[src/rtl/sram_port0_ctrl.sv]
// sram_port0_ctrl: valid/ready front end for the single RW port of a 1RW SRAM macro.
// Latency: request registered onto macro pins 1 cycle after accept; read data in rsp FIFO 2 cycles after accept.
// Backpressure: req_ready is a credit check (reads in flight + buffered < RSP_DEPTH); rsp side is valid/ready.
//
// Ports:
//   clk0, rst0_n                         clock (shared with the macro's clk0), async active-low reset
//   req_valid/req_ready/req_we/req_addr/req_din   request channel (write when req_we=1)
//   rsp_valid/rsp_ready/rsp_dout         read response channel, oldest first, show-ahead
//   sram_csb0/sram_web0/sram_addr0/sram_din0/sram_dout0   macro RW port pins
//   busy                                 something issued, in flight or buffered

// sram_port0_rsp_fifo: generic show-ahead FIFO with occupancy count.
// Latency: pushed word visible on pop_dat the cycle after the push edge.
// Backpressure: none on push (caller guarantees space); pop only when pop_vld && pop_rdy.
module sram_port0_rsp_fifo #(
  parameter int W     = 2,
  parameter int DEPTH = 4,
  parameter int CNT_W = $clog2(DEPTH) + 1
) (
  input  logic             clk,
  input  logic             rst_n,
  input  logic             push_vld,
  input  logic [W-1:0]     push_dat,
  input  logic             pop_rdy,
  output logic             pop_vld,
  output logic [W-1:0]     pop_dat,
  output logic             full,
  output logic [CNT_W-1:0] count
);

  localparam int PW = $clog2(DEPTH);

  logic [W-1:0]     mem_q [DEPTH];
  logic [PW-1:0]    wr_ptr_q, wr_ptr_d;
  logic [PW-1:0]    rd_ptr_q, rd_ptr_d;
  logic [CNT_W-1:0] cnt_q, cnt_d;
  logic             do_push;
  logic             do_pop;

  assign pop_vld = (cnt_q != '0);
  assign full    = (cnt_q == CNT_W'(DEPTH));
  assign count   = cnt_q;
  // Storage is reset so the head is a defined value even before the first push.
  assign pop_dat = mem_q[rd_ptr_q];
  assign do_push = push_vld;
  assign do_pop  = pop_vld && pop_rdy;

  always_comb begin
    wr_ptr_d = wr_ptr_q;
    rd_ptr_d = rd_ptr_q;
    cnt_d    = cnt_q;
    // DEPTH is a power of two, so the natural pointer overflow is the wrap.
    if (do_push) wr_ptr_d = wr_ptr_q + PW'(1);
    if (do_pop)  rd_ptr_d = rd_ptr_q + PW'(1);
    case ({do_push, do_pop})
      2'b10:   cnt_d = cnt_q + CNT_W'(1);
      2'b01:   cnt_d = cnt_q - CNT_W'(1);
      default: cnt_d = cnt_q;
    endcase
  end

  always_ff @(posedge clk or negedge rst_n) begin
    if (!rst_n) begin
      wr_ptr_q <= '0;
      rd_ptr_q <= '0;
      cnt_q    <= '0;
      for (int i = 0; i < DEPTH; i++) begin
        mem_q[i] <= '0;
      end
    end else begin
      wr_ptr_q <= wr_ptr_d;
      rd_ptr_q <= rd_ptr_d;
      cnt_q    <= cnt_d;
      if (do_push) mem_q[wr_ptr_q] <= push_dat;
    end
  end

`ifndef SYNTHESIS
  // The credit check upstream makes this unreachable; firing means lost data.
  always @(posedge clk) begin
    if (rst_n) begin
      assert (!(push_vld && full));
    end
  end
`endif

endmodule

module sram_port0_ctrl #(
  parameter int DATA_WIDTH = 2,
  parameter int ADDR_WIDTH = 4,
  parameter int RSP_DEPTH  = 4
) (
  input  logic                  clk0,
  input  logic                  rst0_n,
  input  logic                  req_valid,
  output logic                  req_ready,
  input  logic                  req_we,
  input  logic [ADDR_WIDTH-1:0] req_addr,
  input  logic [DATA_WIDTH-1:0] req_din,
  output logic                  rsp_valid,
  input  logic                  rsp_ready,
  output logic [DATA_WIDTH-1:0] rsp_dout,
  output logic                  sram_csb0,
  output logic                  sram_web0,
  output logic [ADDR_WIDTH-1:0] sram_addr0,
  output logic [DATA_WIDTH-1:0] sram_din0,
  input  logic [DATA_WIDTH-1:0] sram_dout0,
  output logic                  busy
);

  localparam int CNT_W = $clog2(RSP_DEPTH) + 1;
  localparam int OCC_W = CNT_W + 1;
  localparam logic [OCC_W-1:0] DEPTH_OCC = OCC_W'(RSP_DEPTH);

  // Issue stage S1: registered macro pins plus a read marker.
  logic                  csb_q, csb_d;
  logic                  web_q, web_d;
  logic [ADDR_WIDTH-1:0] addr_q, addr_d;
  logic [DATA_WIDTH-1:0] din_q, din_d;
  logic                  rd_s1_q, rd_s1_d;
  // S2: the macro sampled a read on the last edge; its data is valid at the next edge.
  logic                  rd_s2_q;

  logic                  accept;
  logic                  fifo_full;
  logic [CNT_W-1:0]      fifo_cnt;
  logic [OCC_W-1:0]      occ;

  // Every read accepted but not yet popped holds a credit. Only registered
  // terms are used so req_ready carries no combinational path from inputs,
  // and a pop frees its credit only on the following cycle.
  assign occ = OCC_W'(rd_s1_q) + OCC_W'(rd_s2_q) + OCC_W'(fifo_cnt);
  // Writes are gated by the same check so req_ready never depends on req_we.
  assign req_ready = (occ < DEPTH_OCC);
  assign accept    = req_valid && req_ready;

  always_comb begin
    csb_d   = 1'b1;
    web_d   = 1'b1;
    addr_d  = addr_q;
    din_d   = din_q;
    rd_s1_d = 1'b0;
    if (accept) begin
      csb_d   = 1'b0;
      web_d   = ~req_we;
      addr_d  = req_addr;
      din_d   = req_din;
      rd_s1_d = ~req_we;
    end
  end

  always_ff @(posedge clk0 or negedge rst0_n) begin
    if (!rst0_n) begin
      csb_q   <= 1'b1;
      web_q   <= 1'b1;
      addr_q  <= '0;
      din_q   <= '0;
      rd_s1_q <= 1'b0;
      rd_s2_q <= 1'b0;
    end else begin
      csb_q   <= csb_d;
      web_q   <= web_d;
      addr_q  <= addr_d;
      din_q   <= din_d;
      rd_s1_q <= rd_s1_d;
      rd_s2_q <= rd_s1_q;
    end
  end

  assign sram_csb0  = csb_q;
  assign sram_web0  = web_q;
  assign sram_addr0 = addr_q;
  assign sram_din0  = din_q;

  // The macro reads on the negedge after sampling and holds dout until just
  // past the next posedge, so capturing on that posedge sees stable data as
  // long as the macro's read delay is under half a period.
  sram_port0_rsp_fifo #(
    .W     (DATA_WIDTH),
    .DEPTH (RSP_DEPTH),
    .CNT_W (CNT_W)
  ) u_rsp_fifo (
    .clk      (clk0),
    .rst_n    (rst0_n),
    .push_vld (rd_s2_q),
    .push_dat (sram_dout0),
    .pop_rdy  (rsp_ready),
    .pop_vld  (rsp_valid),
    .pop_dat  (rsp_dout),
    .full     (fifo_full),
    .count    (fifo_cnt)
  );

  assign busy = ~csb_q | rd_s2_q | (fifo_cnt != '0);

`ifndef SYNTHESIS
  always @(posedge clk0) begin
    if (rst0_n) begin
      assert (occ <= DEPTH_OCC);
      assert (!(rd_s2_q && fifo_full));
    end
  end
`endif

endmodule

[config.mk]
export PLATFORM = sky130hd
export DESIGN_NAME = sram_port0_ctrl
export DESIGN_NICKNAME = d
export VERILOG_FILES = /design/src/rtl/sram_port0_ctrl.sv
export SDC_FILE = /design/constraint.sdc
export NUM_CORES = 1
export LEC_CHECK = 0
export CELL_PAD_IN_SITES_DETAIL_PLACEMENT = 0
export CELL_PAD_IN_SITES_GLOBAL_PLACEMENT = 2
export CORE_ASPECT_RATIO = 0.8
export CORE_MARGIN = 1.5
export CORE_UTILIZATION = 37
export CTS_BUF_LIST = sky130_fd_sc_hd__clkbuf_8
export CTS_CLUSTER_DIAMETER = 150
export DETAILED_ROUTE_END_ITERATION = 10
export GPL_TIMING_DRIVEN = 1
export PLACE_DENSITY = 0.85
export SLEW_MARGIN = 10
export SYNTH_ARGS = -nofsm -noshare
export SYNTH_HDL_FRONTEND = slang
export SYNTH_SLANG_ARGS = --single-unit
[constraint.sdc]
create_clock -name clk0 -period 4.6 [get_ports clk0]
set_input_delay 0.92 -clock clk0 [delete_from_list [all_inputs] [get_ports clk0]]
set_output_delay 0.92 -clock clk0 [all_outputs]
set_load 0.02 [all_outputs]
Yosys cells after proc, flatten, opt, wreduce, memory -nomap -nowiden

Cells that the tools add are included.

Register bits: 25
Logic and storage cells: 46
Input port bits: 13

Reductions and logical operators: 5
Equal/unequal tests: 2
Bitwise gates (word level): 6
Mux-type cells: 10
Add/sub/neg operators: 6
Order comparisons: 4

Operators by type and width:

| kind                | count |
|---|---|
| $bwmux 8            | 1 |
| $ge 3x3->1 const B  | 2 |
| $mux 2              | 3 |
| $not 2->3           | 2 |
| $pmux 3 s2          | 1 |
| $add 2x1->2 const B | 2 |
| $add 2x3->4         | 1 |
| $bmux 2 s2          | 1 |
| $demux 2 s2         | 1 |
| $lt 4x3->1 const B  | 1 |
| $add 3x1->3 const B | 1 |
| $logic_and 1x1->1   | 3 |
| $lt 3x1->1 const B  | 1 |
| $mux 1              | 3 |
| $reduce_bool 3->1   | 1 |
| $sub 3x1->3 const B | 1 |
| $add 1x1->2         | 1 |
| $eq 2x1->1 const B  | 1 |
| $eq 2x2->1 const B  | 1 |
| $not 1->1           | 2 |
| $or 1x1->1          | 2 |
| $reduce_bool 2->1   | 1 |

Depth between registers and ports, before layout

Word-level depth: 6
Depth in mapped cells: 8
Depth with buffers taken out: 7

Cells and area by module

Synthesis repeated with hierarchy kept, for this count alone.

Cell total of the unflattened synthesis: 82
Area total of the unflattened synthesis: 1,138.6 um^2

By module, submodules not included:

| module              | area an instance (um^2) | cells an instance | times used | seq. area each (um^2) |
|---|---|---|---|---|
| sram_port0_rsp_fifo | 743.2                   | 56                | 1          | 375.4 |
| sram_port0_ctrl     | 395.4                   | 26                | 1          | 252.7 |

Least setup slack after synthesis

OpenSTA, ideal clock, no wires.

Kind: reg2out
Start point: register u_rsp_fifo.cnt_q[0], in the netlist u_rsp_fifo.count[0]
End point: output req_ready
Stages on the path, launching flop included: 4
Path buffers: 0
Path slack: 2.417 ns
Data arrival time: 1.263 ns
Cells stage by stage: dfrtp_1 -> ha_1 -> a21o_1 -> a21oi_1

Cells in the longest elaborated chain, start to end: 2

RTL lines:

| element                  | RTL line | text |
|---|---|---|
| start: declaration       | 36       | `logic [CNT_W-1:0] cnt_q, cnt_d;` |
| start signal: assignment | 73       | `cnt_q <= cnt_d;` |
| $add 2x3->4              | 133      | `assign occ = OCC_W'(rd_s1_q) + OCC_W'(rd_s2_q) + OCC_W'(fifo_cnt);` |
| $lt 4x3->1               | 135      | `assign req_ready = (occ < DEPTH_OCC);` |
| end: declaration         | 97       | `output logic req_ready,` |

No other way between the ends.

Worst setup path in the final report

Ends and elaborated chain as after synthesis.

==> flow_metrics.tcl <==
set metrics [dict create \
    nNetsFinal 129 \
    synth-seq-area-share 0.558 \
    rsz0062_at_grt "no" \
    worstSetupPathType "flop to output port" \
    synth.area.top_cells "dfrtp_1, mux2_2, ha_1" \
    status "complete, no violations" \
    yosys_warnings 0 \
    postRouteAntennaNets 0 \
    r2r-end "u_rsp_fifo.count[2]" \
    core-area_um2 2830 \
    synth-main-ff-cell "dfrtp_1" \
    yosysTopAreaCell "dfrtp_1" \
    syn_avg_cell_area_um2 14.1 \
    num_rows 17 \
    cts.sinks 25 \
    syn_to_final_growth_pct 29.1 \
    holdWs_ns 0.386 \
    clk_pin_slew_ns 0.09 \
    seqCellArea_um2 628 \
    tightest_slew_ns 0.549 \
    peakVddDrop_uv 305 \
    antenna_found_initial 0 \
    period_share 0.632 \
    numCtsBuffers 3 \
    antenna_cells 0 \
    fin_skew_ns 0.00438 \
    p_per_area_nw_per_um2 678 \
    io_pins 26 \
    ys_seq_elements 25 \
    drv_cap 0 \
    maxSlewHeadroom 0.634 \
    clock_path_buffers 2 \
    dr_total_vias 675 \
    cp.required_ns 3.68 \
    cts_tree "yes" \
    post_cts_resized 0 \
    cts_hold_buffers 0 \
    ys_types 22 \
    drive_gt1_frac 0.222 \
    htreeDepth 1 \
    synthArstFlopShare 1.00 \
    rr_startpoint "u_rsp_fifo.count[1]" \
    cp_max_fo 5 \
    p_leak_nw 0.634 \
    fmax_mhz 344 \
    cts_setup_buffers 0 \
    grt_pass1_wl_mm 3.29 \
    grt_max_degree 26 \
    min_path_type "flop to flop" \
    viasPerCell 4.62 \
    tns_ns 0 \
    avgRoutedWirePerCell_um 12.8 \
    die_x_um 64.6 \
    synth_nets 100 \
    multiInputGateArea_um2 459 \
    drt-initial-drc-count 8 \
    crit_arrival_ns 1.99 \
    setup_viol 0 \
    final_hold_viol_count 0 \
    syn_area_um2 1120 \
    ff2ff_setup_slack_ns 2.78 \
    r2r_cells 7 \
    min_from "rd_s1_q" \
    place.gp.congestion 0.706 \
    start_kind "flop" \
    synth-edff-count 0 \
    holdPathStages 0 \
    synth_top_area_frac 0.512 \
    clock_latency_ns 0.26 \
    cts_root_buffer "clkbuf_8" \
    grt_pass1_vias 717 \
    syn_inst 80 \
    grt-ovfl-total 0 \
    die-area_um2 3380 \
    initial_core_util 0.398 \
    end_kind "output port" \
    wl_mm 1.87 \
    dp.final_hpwl_mm 1.44 \
    grt_usage 0.132 \
    firstDrtPassIters 2 \
    slew_violations 0 \
    drc 0 \
    holdPathEnd "rd_s2_q" \
    fill_cells 256 \
    dieHeight_um 52.3 \
    min_period_ns 2.91 \
    portBuffers 25 \
]
==> cell usage in the layout, fill, tap and decap left out <==
cell / n
a21o_1: 1
o21ai_0: 1
clkinv_2: 1
fa_1: 1
nand2_1: 7
nand2b_1: 1
ha_1: 6
nand3b_1: 1
xor2_1: 4
a21oi_4: 1
nor2_1: 1
dfrtp_1: 23
nor2b_1: 1
mux2i_1: 1
mux4_2: 2
buf_2: 1
dfstp_2: 2
clkdlybuf4s50_1: 24
mux2_2: 14
clkbuf_8: 3
o31a_1: 1
a21oi_1: 1
inv_1: 7
or3_1: 1
xnor2_1: 2
==> critical path, cell delays in order, from the launching register on <==
cell	delay [ns]
dfrtp_1	0.45
ha_1	0.29
a21o_1	0.22
a21oi_1	0.15
clkdlybuf4s50_1	0.61
==> cells in the mapped netlist (2+ instances only) <==
cell type,instances
xor2_1,4
dfstp_2,2
nand2_1,7
mux2_2,14
inv_1,7
xnor2_1,2
mux4_2,2
ha_1,6
dfrtp_1,23
==> layout make-up <==
cell class	count	share of cell area
inverters	7	0.0181
flip-flops and latches	25	0.432
clock inverters	1	0.00345
repair buffers	25	0.169
well taps	38	0.0327
clock buffers	3	0.0284
multi-input cells	47	0.316
==> flip-flops by register name, indices dropped and copies added, names as in the netlist <==
| register | flops |
|---|---|
| sram_din0 | 2 |
| sram_web0 | 1 |
| sram_csb0 | 1 |
| rd_s1_q | 1 |
| u_rsp_fifo.wr_ptr_q | 2 |
| u_rsp_fifo.mem_q | 8 |
| u_rsp_fifo.count | 3 |
| sram_addr0 | 4 |
| rd_s2_q | 1 |
| u_rsp_fifo.rd_ptr_q | 2 |
==> metal layers <==
metal | vias up | track usage | part of all wire
li1 | 324 | - | -
met1 | 327 | 0.159 | 0.45
met2 | 22 | 0.214 | 0.47
met3 | 2 | 0.0581 | 0.072
met4 | 0 | 0.0426 | 0.0069
met5 | - | 0 | 0
==> kinds of logic after synthesis <==
kind of cell             synth area share
adder cells (fa/ha/maj)            0.0845
XOR/XNOR                           0.0467
multiplexers                        0.189
buffers and inverters              0.0334
AND/OR/NAND/NOR                    0.0501
flip-flops                          0.558
AO/OA/AOI/OAI                      0.0378
==> through the flow <==
step / area (µm²) / instances / utilization / setup WS, ns / power (mW)
final: 1450 / 146 / 0.513 / 1.69 / 0.985
after global routing: 1450 / 146 / 0.513 / 1.61 / 1.05
after CTS: 1460 / 146 / 0.515 / 1.67 / 1.01
after detailed placement: 1410 / 142 / 0.499 / 1.89 / 0.871
after global placement: 1410 / 142 / 0.499 / 1.96 / 0.858
after floorplan: 1120 / 80 / - / 2.42 / 0.688
==> power by group <==
group / switching (mW) / leakage, nW / internal, mW
registers: 0.0814 / 0.294 / 0.326
logic: 0.198 / 0.314 / 0.252
clock network: 0.0671 / 0.0255 / 0.0605
==> how the worst max path moves through the flow <==
stage | startpoint | to | cells after the start
after floorplan | u_rsp_fifo.count[0] | req_ready | 3
after global placement | rsp_ready | u_rsp_fifo.count[2] | 8
after detailed placement | rsp_ready | u_rsp_fifo.count[2] | 8
after CTS | u_rsp_fifo.count[0] | req_ready | 4
after global routing | u_rsp_fifo.count[0] | req_ready | 4
final | u_rsp_fifo.count[0] | req_ready | 4
Power figures use the tool's default switching activity.
